--- config.mk ---
export PLATFORM = sky130hd
export DESIGN_NAME = qe_mac_param
export DESIGN_NICKNAME = d
export VERILOG_FILES = /design/src/rtl/qe_mac_param.sv
export SDC_FILE = /design/constraint.sdc
export NUM_CORES = 1
export LEC_CHECK = 0
export ABC_AREA = 1
export BUFFER_PORTS_ARGS = -buffer_cell sky130_fd_sc_hd__buf_2
export CORE_AREA = 4 4 226 228
export CTS_CLUSTER_DIAMETER = 120
export DETAILED_ROUTE_END_ITERATION = 10
export DIE_AREA = 0 0 230 232
export SYNTH_ARGS = -nofsm -noshare
export SYNTH_HDL_FRONTEND = slang
export SYNTH_SLANG_ARGS = --single-unit
--- constraint.sdc ---
create_clock -name clk -period 6.2 [get_ports clk]
set_clock_uncertainty 0.1 [all_clocks]
set_input_delay 0.62 -clock clk [delete_from_list [all_inputs] [get_ports clk]]
set_output_delay 0.62 -clock clk [all_outputs]
set_load 0.05 [all_outputs]
--- src/rtl/qe_mac_param.sv ---
// Pipelined quadratic / dot-product MAC: a*x^2 + b*x + c per beat (mode 0) or a running sum
// of a*x closed by last_input (mode 1). Fixed 3-cycle latency, one beat per clock.
module qe_mac_param #(
   parameter int unsigned DATA_W = 8,
   parameter int unsigned ACC_W  = 16,
   parameter bit          SAT    = 1'b1,
   parameter int unsigned CNT_W  = 8
) (
   input  logic              clk,
   input  logic              reset,
   input  logic [DATA_W-1:0] in_a,
   input  logic [DATA_W-1:0] in_b,
   input  logic [DATA_W-1:0] in_c,
   input  logic [DATA_W-1:0] in_x,
   input  logic              mode,
   input  logic              valid_in,
   input  logic              last_input,
   output logic              valid_out,
   output logic [ACC_W-1:0]  result,
   output logic              ovf,
   output logic [CNT_W-1:0]  beat_cnt,
   output logic              acc_busy
);

   localparam int unsigned PW    = 2 * DATA_W;
   localparam int unsigned QW    = 3 * DATA_W;
   // Wide enough for both the full quadratic sum and an ACC_W overflow bit.
   localparam int unsigned SUM_W = (QW + 1 > ACC_W + 1) ? QW + 1 : ACC_W + 1;

   // S1
   logic              s1_valid_q, s1_mode_q, s1_last_q;
   logic [PW-1:0]     xx_q, bx_q, ax1_q;
   logic [DATA_W-1:0] a_q, c_q;
   // S2
   logic              s2_valid_q, s2_mode_q, s2_last_q;
   logic [QW-1:0]     axx_q;
   logic [PW:0]       s_q;
   logic [PW-1:0]     ax2_q;
   // S3
   logic              s3_valid_q, s3_mode_q, s3_last_q;
   logic [SUM_W-1:0]  sum_q;
   logic [PW-1:0]     ax3_q;
   // Run state and registered outputs
   logic [ACC_W-1:0]  acc_q, acc_d;
   logic [CNT_W-1:0]  cnt_q, cnt_d;
   logic              sticky_q, sticky_d;
   logic              busy_q, busy_d;
   logic              valid_out_q, valid_out_d;
   logic [ACC_W-1:0]  result_q, result_d;
   logic              ovf_q, ovf_d;
   logic [CNT_W-1:0]  beat_cnt_q, beat_cnt_d;

   always_ff @(posedge clk) begin
      if (reset) begin
         s1_valid_q <= 1'b0;
         s1_mode_q  <= 1'b0;
         s1_last_q  <= 1'b0;
         xx_q       <= '0;
         bx_q       <= '0;
         ax1_q      <= '0;
         a_q        <= '0;
         c_q        <= '0;
         s2_valid_q <= 1'b0;
         s2_mode_q  <= 1'b0;
         s2_last_q  <= 1'b0;
         axx_q      <= '0;
         s_q        <= '0;
         ax2_q      <= '0;
         s3_valid_q <= 1'b0;
         s3_mode_q  <= 1'b0;
         s3_last_q  <= 1'b0;
         sum_q      <= '0;
         ax3_q      <= '0;
      end else begin
         s1_valid_q <= valid_in;
         s1_mode_q  <= mode;
         s1_last_q  <= last_input;
         xx_q       <= PW'(in_x) * PW'(in_x);
         bx_q       <= PW'(in_b) * PW'(in_x);
         ax1_q      <= PW'(in_a) * PW'(in_x);
         a_q        <= in_a;
         c_q        <= in_c;
         s2_valid_q <= s1_valid_q;
         s2_mode_q  <= s1_mode_q;
         s2_last_q  <= s1_last_q;
         axx_q      <= QW'(a_q) * QW'(xx_q);
         s_q        <= (PW + 1)'(bx_q) + (PW + 1)'(c_q);
         ax2_q      <= ax1_q;
         s3_valid_q <= s2_valid_q;
         s3_mode_q  <= s2_mode_q;
         s3_last_q  <= s2_last_q;
         sum_q      <= SUM_W'(axx_q) + SUM_W'(s_q);
         ax3_q      <= ax2_q;
      end
   end

   logic [ACC_W:0]   acc_sum;
   logic             acc_ovf;
   logic [ACC_W-1:0] acc_res;
   logic             q_ovf;
   logic [ACC_W-1:0] q_res;
   logic [CNT_W-1:0] cnt_inc;

   always_comb begin
      acc_sum = (ACC_W + 1)'(acc_q) + (ACC_W + 1)'(ax3_q);
      acc_ovf = acc_sum[ACC_W];
      acc_res = (SAT && acc_ovf) ? {ACC_W{1'b1}} : acc_sum[ACC_W-1:0];
      q_ovf   = |sum_q[SUM_W-1:ACC_W];
      q_res   = (SAT && q_ovf) ? {ACC_W{1'b1}} : sum_q[ACC_W-1:0];
      cnt_inc = (cnt_q == {CNT_W{1'b1}}) ? cnt_q : cnt_q + CNT_W'(1);

      acc_d       = acc_q;
      cnt_d       = cnt_q;
      sticky_d    = sticky_q;
      busy_d      = busy_q;
      valid_out_d = 1'b0;
      result_d    = result_q;
      ovf_d       = ovf_q;
      beat_cnt_d  = beat_cnt_q;

      if (s3_valid_q) begin
         if (!s3_mode_q) begin
            // Quadratic beats report immediately and leave any open run untouched.
            valid_out_d = 1'b1;
            result_d    = q_res;
            ovf_d       = q_ovf;
            beat_cnt_d  = CNT_W'(1);
         end else if (!s3_last_q) begin
            acc_d    = acc_res;
            sticky_d = sticky_q | acc_ovf;
            cnt_d    = cnt_inc;
            busy_d   = 1'b1;
         end else begin
            valid_out_d = 1'b1;
            result_d    = acc_res;
            ovf_d       = sticky_q | acc_ovf;
            beat_cnt_d  = cnt_inc;
            acc_d       = '0;
            cnt_d       = '0;
            sticky_d    = 1'b0;
            busy_d      = 1'b0;
         end
      end
   end

   always_ff @(posedge clk) begin
      if (reset) begin
         acc_q       <= '0;
         cnt_q       <= '0;
         sticky_q    <= 1'b0;
         busy_q      <= 1'b0;
         valid_out_q <= 1'b0;
         result_q    <= '0;
         ovf_q       <= 1'b0;
         beat_cnt_q  <= '0;
      end else begin
         acc_q       <= acc_d;
         cnt_q       <= cnt_d;
         sticky_q    <= sticky_d;
         busy_q      <= busy_d;
         valid_out_q <= valid_out_d;
         result_q    <= result_d;
         ovf_q       <= ovf_d;
         beat_cnt_q  <= beat_cnt_d;
      end
   end

   assign valid_out = valid_out_q;
   assign result    = result_q;
   assign ovf       = ovf_q;
   assign beat_cnt  = beat_cnt_q;
   assign acc_busy  = busy_q;

endmodule

==> results of run 1 <==
==> kinds of logic (layout without fill, tap and decap cells) <==
family | Yosys count | in the layout | synth area share [%]
XOR/XNOR | 21 | 21 | 0.943
AND/OR/NAND/NOR | 1055 | 1055 | 21.9
AO/OA/AOI/OAI | 342 | 342 | 9.45
buffers and inverters | 739 | 765 | 14.4
adder cells (fa/ha/maj) | 367 | 367 | 30.5
other | 2 | 6 | 0.0385
flip-flops | 222 | 222 | 22.8
==> worst min-delay path by stage <==
stage	startpoint	end	slack, ns
6_report	mode	s1_mode_q$_SDFF_PP0_	0.18
5_1_grt	mode	s1_mode_q$_SDFF_PP0_	0.18
4_1_cts	mode	s1_mode_q$_SDFF_PP0_	0.15
3_5_place_dp	ax1_q[4]$_SDFF_PP0_	ax2_q[4]$_SDFF_PP0_	0.29
3_3_place_gp	s2_last_q$_SDFF_PP0_	s3_last_q$_SDFF_PP0_	0.29
2_1_floorplan	ax1_q[0]$_SDFF_PP0_	ax2_q[0]$_SDFF_PP0_	0.29
==> placed cells by master, fill, tap and decap left out, drive strengths merged, types with 3 or more instances in the layout <==
master	n
bufinv	5
xnor2	5
o21bai	8
or2	3
nand4	12
a22oi	9
fa	180
nor3	18
nor2	218
ha	187
conb	6
nand3	93
o21ai	95
buf	68
a21o	5
a21oi	201
xor2	16
nand3b	11
dfxtp	222
a31oi	3
inv	651
clkbuf	34
o21a	16
clkinv	6
nand2	694
==> power by group through the flow <==
| stage | logic [uW] | clock network, uW | registers [uW] |
|---|---|---|---|
| 2_1_floorplan | 2180 | 0 | 1770 |
| 3_3_place_gp | 2750 | 0 | 1890 |
| 3_5_place_dp | 2790 | 0 | 1890 |
| 4_1_cts | 2820 | 1750 | 1860 |
| 5_1_grt | 3260 | 1800 | 1900 |
| 6_report | 2780 | 1700 | 1870 |
==> metrics by stage <==
| step | total power [uW] | cell area, sq um | std cells | hold slack, ns | util (%) |
|---|---|---|---|---|---|
| 2_1_floorplan | 3950 | 19500 | 2752 | 0.288 | - |
| 3_3_place_gp | 4650 | 20300 | 3392 | 0.289 | 41.6 |
| 3_5_place_dp | 4680 | 20300 | 3392 | 0.293 | 41.6 |
| 4_1_cts | 6420 | 21300 | 3442 | 0.152 | 43.6 |
| 5_1_grt | 6950 | 21300 | 3442 | 0.175 | 43.6 |
| 6_report | 6340 | 21300 | 3442 | 0.182 | 43.6 |
==> layout make-up <==
type / count / area share, %
repair buffers: 68 / 1.67
well taps: 664 / 3.90
inverters: 647 / 11.4
flip-flops and latches: 222 / 20.9
multi-input cells: 1791 / 57.6
clock inverters: 16 / 1.12
clock buffers: 34 / 3.44
==> layer usage <==
layer	part of all wire (%)	up-vias
met5	0.028	-
li1	-	8297
met4	2.4	2
met1	48	7658
met3	4.6	80
met2	45	353
==> critical path, delay by kind of cell (launching register included) <==
kind	cells	cell delay, ns
buffers and inverters	4	0.21
DFF	1	0.74
adders and majority gates	5	2.39
and+or+nand+nor	5	0.44
AOI/OAI and AO/OA	3	0.62
==> synth_stat cells (3+ instances only) <==
cell type,instances
a21o_1,5
a21oi_1,200
a22oi_1,9
a31oi_1,3
buf_1,5
buf_2,6
clkbuf_1,70
clkbuf_2,8
dfxtp_1,222
fa_1,180
ha_1,187
inv_1,646
nand2_1,689
nand2_2,5
nand3_1,86
nand3_2,7
nand3b_1,11
nand4_1,12
nor2_1,215
nor2_2,3
nor3_1,16
o21a_1,16
o21ai_0,89
o21ai_1,4
o21bai_1,8
xnor2_1,5
xor2_1,16
==> results.json, run 1 <==
{
  "grt_pass1_vias": 16600,
  "worst_ep_required_time_ns": 6.53,
  "drc": 0,
  "fillerInstances": 5103,
  "die-area_sq_mm": 0.0534,
  "relSlewSlack_pct": 21.3,
  "multiInputGateArea_sq_mm": 0.0123,
  "drive_above_1_share_pct": 5.00,
  "p_comb_share_pct": 43.9,
  "post-dp-hpwl_um": 37000,
  "hold_viol": 0,
  "synth_edf_count": 0,
  "fin_crit_ns": 4.62,
  "htree_levels": 1,
  "synth_top_area_share_pct": 22.8,
  "ctsHoldBuffers": 0,
  "vias_per_cell": 4.76,
  "cts_tree": "built",
  "synthFlopType": "dfxtp_1",
  "reg2reg_to": "axx_q[18]$_SDFF_PP0_",
  "switching_power_uw": 2610,
  "r2r_start": "a_q[2]$_SDFF_PP0_",
  "grt_use_total_pct": 17.8,
  "grt_first_pass_wirelength_um": 80000,
  "grt.busiest_layer": "met2",
  "areaGrowthSynthToFinish_pct": 9.18,
  "largestRegisters": "sum_q (25), axx_q (24), s_q (17)",
  "drv_slew": 0,
  "hold_path.class": "in -> reg",
  "max_freq_mhz": 216,
  "endpoint_kind": "flop",
  "pin_count": 64,
  "clk_path_buf_depth": 3,
  "whs_path_depth": 3,
  "crit_arrival_ns": 4.95,
  "path_class": "reg -> reg",
  "worstMarginPinSlew_ns": 1.18,
  "p_int_uw": 3740,
  "grt_max_degree": 72,
  "cts_inserted_buffers": 27,
  "clock-sinks": 222,
  "insertion_delay_ns": 0.55,
  "cp_slowest_cell": "dfxtp_1",
  "cts_resized": 0,
  "startpoint": "a_q[2]$_SDFF_PP0_",
  "io_buffers": 63,
  "num_vias": 16400,
  "critPathLaunchType": "flop",
  "powerDensity_mw_per_mm2": 298,
  "switching_share_pct": 41.1,
  "grt_overflow": 0,
  "final_net_count": 3161,
  "setup_viol": 0,
  "setup_slack_ns": 1.58,
  "syn_inst": 2748,
  "endpoint": "axx_q[18]$_SDFF_PP0_",
  "critical-path-max-stage-delay_ns": 0.74,
  "ys_ff_latch": 222,
  "rsz0062_at_grt": "no",
  "avgSynthCellArea_sq_um": 7.10,
  "first_pass_iters": 5,
  "seqPwrFrac_pct": 29.4,
  "ys_async_sr_fraction_pct": 0,
  "met3_usage_pct": 2.18,
  "pre_cts_ws_ns": 1.33,
  "wire_per_inst_um": 13.5,
  "reg2regPathDepth": 17,
  "largest_reg_flops": 25,
  "synth.area.top_cells": "dfxtp_1 23%, fa_1 18%, nand2_1 13%",
  "ant_nets": 0,
  "cp_cell_sequence": "nand2_1 > fa_1 > fa_1 > inv_1 > fa_1 > inv_1 > fa_1 > inv_1 > ha_1 > a21oi_1 > inv_1 > a21oi_1 > o21ai_1 > nand2_1 > nand3_1 > nand2_1 > nor2_1",
  "setup-tns-final_ns": 0,
  "max-vdd-ir-drop_v": 0.000164,
  "row_count": 81,
  "clkPwrFrac_pct": 26.7,
  "antenna_found_initial": 1,
  "diodes": 0,
  "power_leakage_uw": 0.0122,
  "syn_area_sq_mm": 0.0195,
  "die_h_um": 232,
  "gr-usage-met1_pct": 24.0,
  "cts_setup_buffers": 0,
  "gr-usage-met2_pct": 30.5,
  "drt_iter0_markers": 847,
  "start_util_pct": 39.9,
  "root_buffer": "clkbuf_16",
  "yosys.area.top_type": "dfxtp_1",
  "r2r_slack_ns": 1.58,
  "yosysWarnings": 0,
  "die_w_um": 230,
  "yosysSeqAreaShare_pct": 22.8,
  "cp_max_fo": 15,
  "cts.clk_slew.worst_paths_ns": 0.06,
  "fin_crit_sh_pct": 74.6,
  "synth.distinct_cells": 44,
  "status": "finished, final reports clean",
  "place_congestion": 0.890,
  "wirelength_um": 46600,
  "regArea_sq_mm": 0.00444,
  "regMostFlops": "sum_q",
  "maxCapViolations": 0,
  "core-area_sq_mm": 0.0488
}
No activity file was read; power rests on OpenSTA's default activity.
==> run 2, diff against run 1 <==
==> constraint.sdc (replaced) <==
create_clock -name clk -period 4.77 [get_ports clk]
set_clock_uncertainty 0.1 [all_clocks]
set_input_delay 0.477 -clock clk [delete_from_list [all_inputs] [get_ports clk]]
set_output_delay 0.477 -clock clk [all_outputs]
set_load 0.05 [all_outputs]
==> results.json, run 2 (same netlist as run 1, synthesis figures left out) <==
{
  "status": "finished, final reports clean",
  "hold_viol": 0,
  "fin_crit_ns": 4.48,
  "reg2reg_to": "axx_q[18]$_SDFF_PP0_",
  "grt_max_degree": 79,
  "path_class": "reg -> reg",
  "cts_tree": "built",
  "met3_usage_pct": 2.06,
  "crit_buf_inv": 4,
  "regMostFlops": "sum_q",
  "grt_use_total_pct": 17.6,
  "critPathTopFamily": "adder cells",
  "cts.clk_slew.worst_paths_ns": 0.07,
  "powerDensity_mw_per_mm2": 376,
  "diodes": 0,
  "power_leakage_uw": 0.0122,
  "r2r_slack_ns": 0.29,
  "clock-sinks": 222,
  "endpoint_kind": "flop",
  "grt_pass1_vias": 16100,
  "insertion_delay_ns": 0.55,
  "final_cell_mix": "689 x nand2_1, 646 x inv_1, 217 x dfxtp_1",
  "largestRegisters": "sum_q (25), axx_q (24), s_q (17)",
  "critPathLaunchType": "flop",
  "setup-tns-final_ns": 0,
  "cts_inserted_buffers": 26,
  "final_net_count": 3176,
  "ctsHoldBuffers": 0,
  "core-area_sq_mm": 0.0488,
  "first_pass_iters": 6,
  "setup_viol": 0,
  "max-vdd-ir-drop_v": 0.000245,
  "gr-usage-met1_pct": 24.1,
  "clk_path_buf_depth": 3,
  "worstMarginPinSlew_ns": 1.16,
  "maxCapViolations": 0,
  "hold_path.class": "in -> reg",
  "r2r_start": "xx_q[3]$_SDFF_PP0_",
  "drc": 0,
  "areaGrowthSynthToFinish_pct": 9.32,
  "whs_path_depth": 3,
  "grt.busiest_layer": "met2",
  "die_w_um": 230,
  "die_h_um": 232,
  "place_area_sq_mm": 0.0204,
  "max_freq_mhz": 223,
  "grt_first_pass_wirelength_um": 78900,
  "gr-usage-met2_pct": 29.8,
  "post-dp-hpwl_um": 37800,
  "cp_cell_sequence": "nand2_1 > fa_1 > fa_1 > inv_1 > fa_1 > inv_1 > fa_1 > inv_1 > ha_1 > a21oi_1 > inv_1 > a21oi_1 > o21ai_1 > nand2_1 > nand3_1 > nand2_1 > nor2_1",
  "crit_arrival_ns": 4.82,
  "critical-path-max-stage-delay_ns": 0.55,
  "cts_resized": 0,
  "antenna_found_initial": 1,
  "die-area_sq_mm": 0.0534,
  "cp_max_fo": 8,
  "pin_count": 64,
  "stdcell_area_sq_mm": 0.0213,
  "vias_per_cell": 4.71,
  "fillerInstances": 5144,
  "fin_cells": 3456,
  "rsz0062_at_grt": "no",
  "drt_iter0_markers": 880,
  "wirelength_um": 46600,
  "reg2regPathDepth": 17,
  "htree_levels": 1,
  "drv_slew": 0,
  "io_buffers": 63,
  "wire_per_inst_um": 13.5,
  "num_vias": 16300,
  "root_buffer": "clkbuf_16",
  "place_congestion": 0.880,
  "worst_ep_required_time_ns": 5.11,
  "relSlewSlack_pct": 22.9,
  "largest_reg_flops": 25,
  "ant_nets": 0,
  "mostFrequentLayoutCell": "nand2_1",
  "cp_slowest_cell": "dfxtp_1",
  "dp_cells": 3408,
  "fin_crit_sh_pct": 93.8,
  "row_count": 81,
  "grt_overflow": 0,
  "drive_above_1_share_pct": 5.59,
  "whs_endpoint": "s1_mode_q$_SDFF_PP0_",
  "start_util_pct": 39.9,
  "cts_setup_buffers": 0,
  "hp-start": "mode"
}
-- run 2: metal layers --
| metal | wire (um) | vias to the layer above |
|---|---|---|
| met2 | 21100 | 341 |
| li1 | - | 8325 |
| met5 | 0 | - |
| met1 | 22300 | 7541 |
| met4 | 1080 | 0 |
| met3 | 2090 | 64 |
-- run 2: how the worst max path moves through the flow --
stage                        from              endpoint  slack, ns  depth (start not counted)
6_report       xx_q[3]$_SDFF_PP0_  axx_q[18]$_SDFF_PP0_       0.29                         17
5_1_grt        xx_q[7]$_SDFF_PP0_  axx_q[23]$_SDFF_PP0_       0.05                         20
4_1_cts         a_q[2]$_SDFF_PP0_  axx_q[18]$_SDFF_PP0_       0.17                         17
3_5_place_dp              in_x[2]   bx_q[14]$_SDFF_PP0_       0.15                         19
3_3_place_gp              in_x[2]   bx_q[13]$_SDFF_PP0_       0.17                         18
2_1_floorplan             in_x[5]  ax1_q[12]$_SDFF_PP0_       0.28                         18
-- run 2: metrics by stage --
stage	hold slack, ns	setup WS [ns]	total power (uW)	utilization (%)
3_3_place_gp	0.292	0.172	6000	41.8
2_1_floorplan	0.288	0.283	5130	-
5_1_grt	0.0507	0.0519	8810	43.6
4_1_cts	0.0227	0.174	8100	43.6
3_5_place_dp	0.296	0.148	6050	41.8
6_report	0.0412	0.293	8010	43.6
-- run 2: final cells by class --
type	count	area, sq um	area share (%)
clock buffer	34	701	3.29
clock inverter	14	170	0.798
inverter	647	2430	11.4
multi-input combinational	1791	12300	57.5
sequential	222	4450	20.9
tap	664	831	3.90
timing repair buffer	84	475	2.23
-- run 2: power by group --
part           internal [uW]  total [uW]  switching [uW]
clock                   1200        2000             797
sequential              2160        2420             261
combinational           1320        3590            2260
total                   4680        8010            3320
-- run 2: tightest hold or removal path, cell delays in order --
cell and delay (ns):
buf_2 0.07, inv_1 0.03, nor2_1 0.07
==> run 3, diff against run 2 <==
--- a/config.mk
+++ b/config.mk
@@ -7,10 +7,11 @@
 export LEC_CHECK = 0
 export ABC_AREA = 1
 export BUFFER_PORTS_ARGS = -buffer_cell sky130_fd_sc_hd__buf_2
-export CORE_AREA = 4 4 226 228
+export CORE_AREA = 4 4 194 196
 export CTS_CLUSTER_DIAMETER = 120
 export DETAILED_ROUTE_END_ITERATION = 10
-export DIE_AREA = 0 0 230 232
+export DIE_AREA = 0 0 198 200
+export PLACE_DENSITY = 0.71
 export SYNTH_ARGS = -nofsm -noshare
 export SYNTH_HDL_FRONTEND = slang
 export SYNTH_SLANG_ARGS = --single-unit
==> constraint.sdc (replaced) <==
create_clock -name clk -period 5.7 [get_ports clk]
set_clock_uncertainty 0.1 [all_clocks]
set_input_delay 0.57 -clock clk [delete_from_list [all_inputs] [get_ports clk]]
set_output_delay 0.57 -clock clk [all_outputs]
set_load 0.05 [all_outputs]
==> results.json, run 3 (same netlist as run 1, synthesis figures left out) <==
{
  "status": "finished, final reports clean",
  "first_pass_iters": 5,
  "ant_nets": 0,
  "drt_iter0_markers": 776,
  "startpoint": "a_q[3]$_SDFF_PP0_",
  "cts.clk_slew.worst_paths_ns": 0.06,
  "path_class": "reg -> reg",
  "maxCapViolations": 0,
  "worst_ep_required_time_ns": 6.00,
  "clk_path_buf_depth": 3,
  "hold_viol": 0,
  "max_freq_mhz": 213,
  "max-vdd-ir-drop_v": 0.000262,
  "diodes": 0,
  "htree_levels": 1,
  "setup-tns-final_ns": 0,
  "final_net_count": 3161,
  "rsz0062_at_grt": "no",
  "power_leakage_uw": 0.0122,
  "multiInputGateArea_sq_mm": 0.0123,
  "place_congestion": 0.904,
  "regArea_sq_mm": 0.00444,
  "die_h_um": 200,
  "utilization_pct": 58.2,
  "grt_overflow": 0,
  "largestRegisters": "sum_q (25), axx_q (24), s_q (17)",
  "fin_crit_sh_pct": 82.5,
  "num_vias": 16400,
  "drive_above_1_share_pct": 5.01,
  "post-dp-hpwl_um": 35500,
  "critPathLaunchType": "flop",
  "drv_slew": 0,
  "grt_pass1_vias": 16300,
  "core-area_sq_mm": 0.0361,
  "root_buffer": "clkbuf_16",
  "areaGrowthSynthToFinish_pct": 7.64,
  "mostFrequentLayoutCell": "nand2_1",
  "start_util_pct": 54.0,
  "grt_max_degree": 85,
  "fillerInstances": 3438,
  "powerDensity_mw_per_mm2": 322,
  "worstMarginPinSlew_ns": 1.17,
  "fin_crit_ns": 4.70,
  "final_cell_mix": "689 x nand2_1, 646 x inv_1, 222 x dfxtp_1",
  "wire_per_inst_um": 13.8,
  "grt_first_pass_wirelength_um": 76100,
  "cts_inserted_buffers": 26,
  "vias_per_cell": 5.06,
  "pin_count": 64,
  "cp_max_fo": 15,
  "wirelength_um": 44600,
  "cts_resized": 0,
  "grt_use_total_pct": 22.9,
  "antenna_found_initial": 0,
  "hp-start": "in_c[4]",
  "hold_path.class": "in -> reg",
  "r2r_start": "a_q[3]$_SDFF_PP0_",
  "die-area_sq_mm": 0.0396,
  "setup_viol": 0,
  "cts_tree": "built",
  "ctsHoldBuffers": 0,
  "relSlewSlack_pct": 22.0,
  "die_w_um": 198,
  "drc": 0,
  "regMostFlops": "sum_q",
  "endpoint_kind": "flop",
  "row_count": 70,
  "crit_arrival_ns": 5.00,
  "cts_setup_buffers": 0,
  "io_buffers": 63,
  "clock-sinks": 222,
  "largest_reg_flops": 25,
  "insertion_delay_ns": 0.54
}
==> run 3: changes by cell type in the layout (fill, tap and decap cells not counted), sizes merged <==
cell | previous run | this run
clkinv | 6 | 4
clkinvlp | 4 | 5
inv | 648 | 650
clkbuf | 34 | 32
buf | 84 | 69
==> run 3: final cells by class <==
class	instances	area share, %
clock buffer	32	3.40
clock inverter	15	0.930
inverter	647	11.6
multi-input combinational	1791	58.4
sequential	222	21.2
tap	468	2.79
timing repair buffer	69	1.73
==> run 3: metal layers <==
layer	track usage (%)	routed length [um]	part of all wire, %
met1	29.8	19800	44
met2	39.8	20900	47
met3	2.38	2210	5.0
met4	8.52	1640	3.7
met5	0	0	0
==> run 3: worst max-delay path, cell delays in order, from the launching register on <==
cell	delay, ns
dfxtp_1	0.75
nand2_1	0.18
fa_1	0.53
fa_1	0.55
inv_1	0.06
fa_1	0.48
inv_1	0.05
fa_1	0.47
inv_1	0.04
ha_1	0.34
a21oi_1	0.25
inv_1	0.07
a21oi_1	0.25
o21ai_0	0.19
o21ai_0	0.17
a21oi_1	0.08
==> run 3: final timing paths <==
kind	to	slack, ns	cells after the start
max reg2reg	axx_q[16]$_SDFF_PP0_	1.0	15
min reg2reg	ax2_q[6]$_SDFF_PP0_	0.30	2
min	c_q[4]$_SDFF_PP0_	0.13	3
max	axx_q[16]$_SDFF_PP0_	1.0	15
==> run 3: where the power goes <==
part | switching (uW) | internal, uW | total, uW
Clock | 700 | 1040 | 1740
Sequential | 210 | 1800 | 2010
Combinational | 1910 | 1100 | 3010
==> run 3: stage by stage <==
step	setup slack [ns]	cells	power, uW	area [sq um]	hold WS, ns
after floorplan	1.12	2752	4290	19500	0.288
after global placement	0.967	3197	4980	20100	0.296
after detailed placement	0.858	3197	5040	20100	0.293
after CTS	1.09	3244	6810	21000	0.110
after global routing	0.822	3244	7400	21000	0.117
final	0.996	3244	6760	21000	0.134
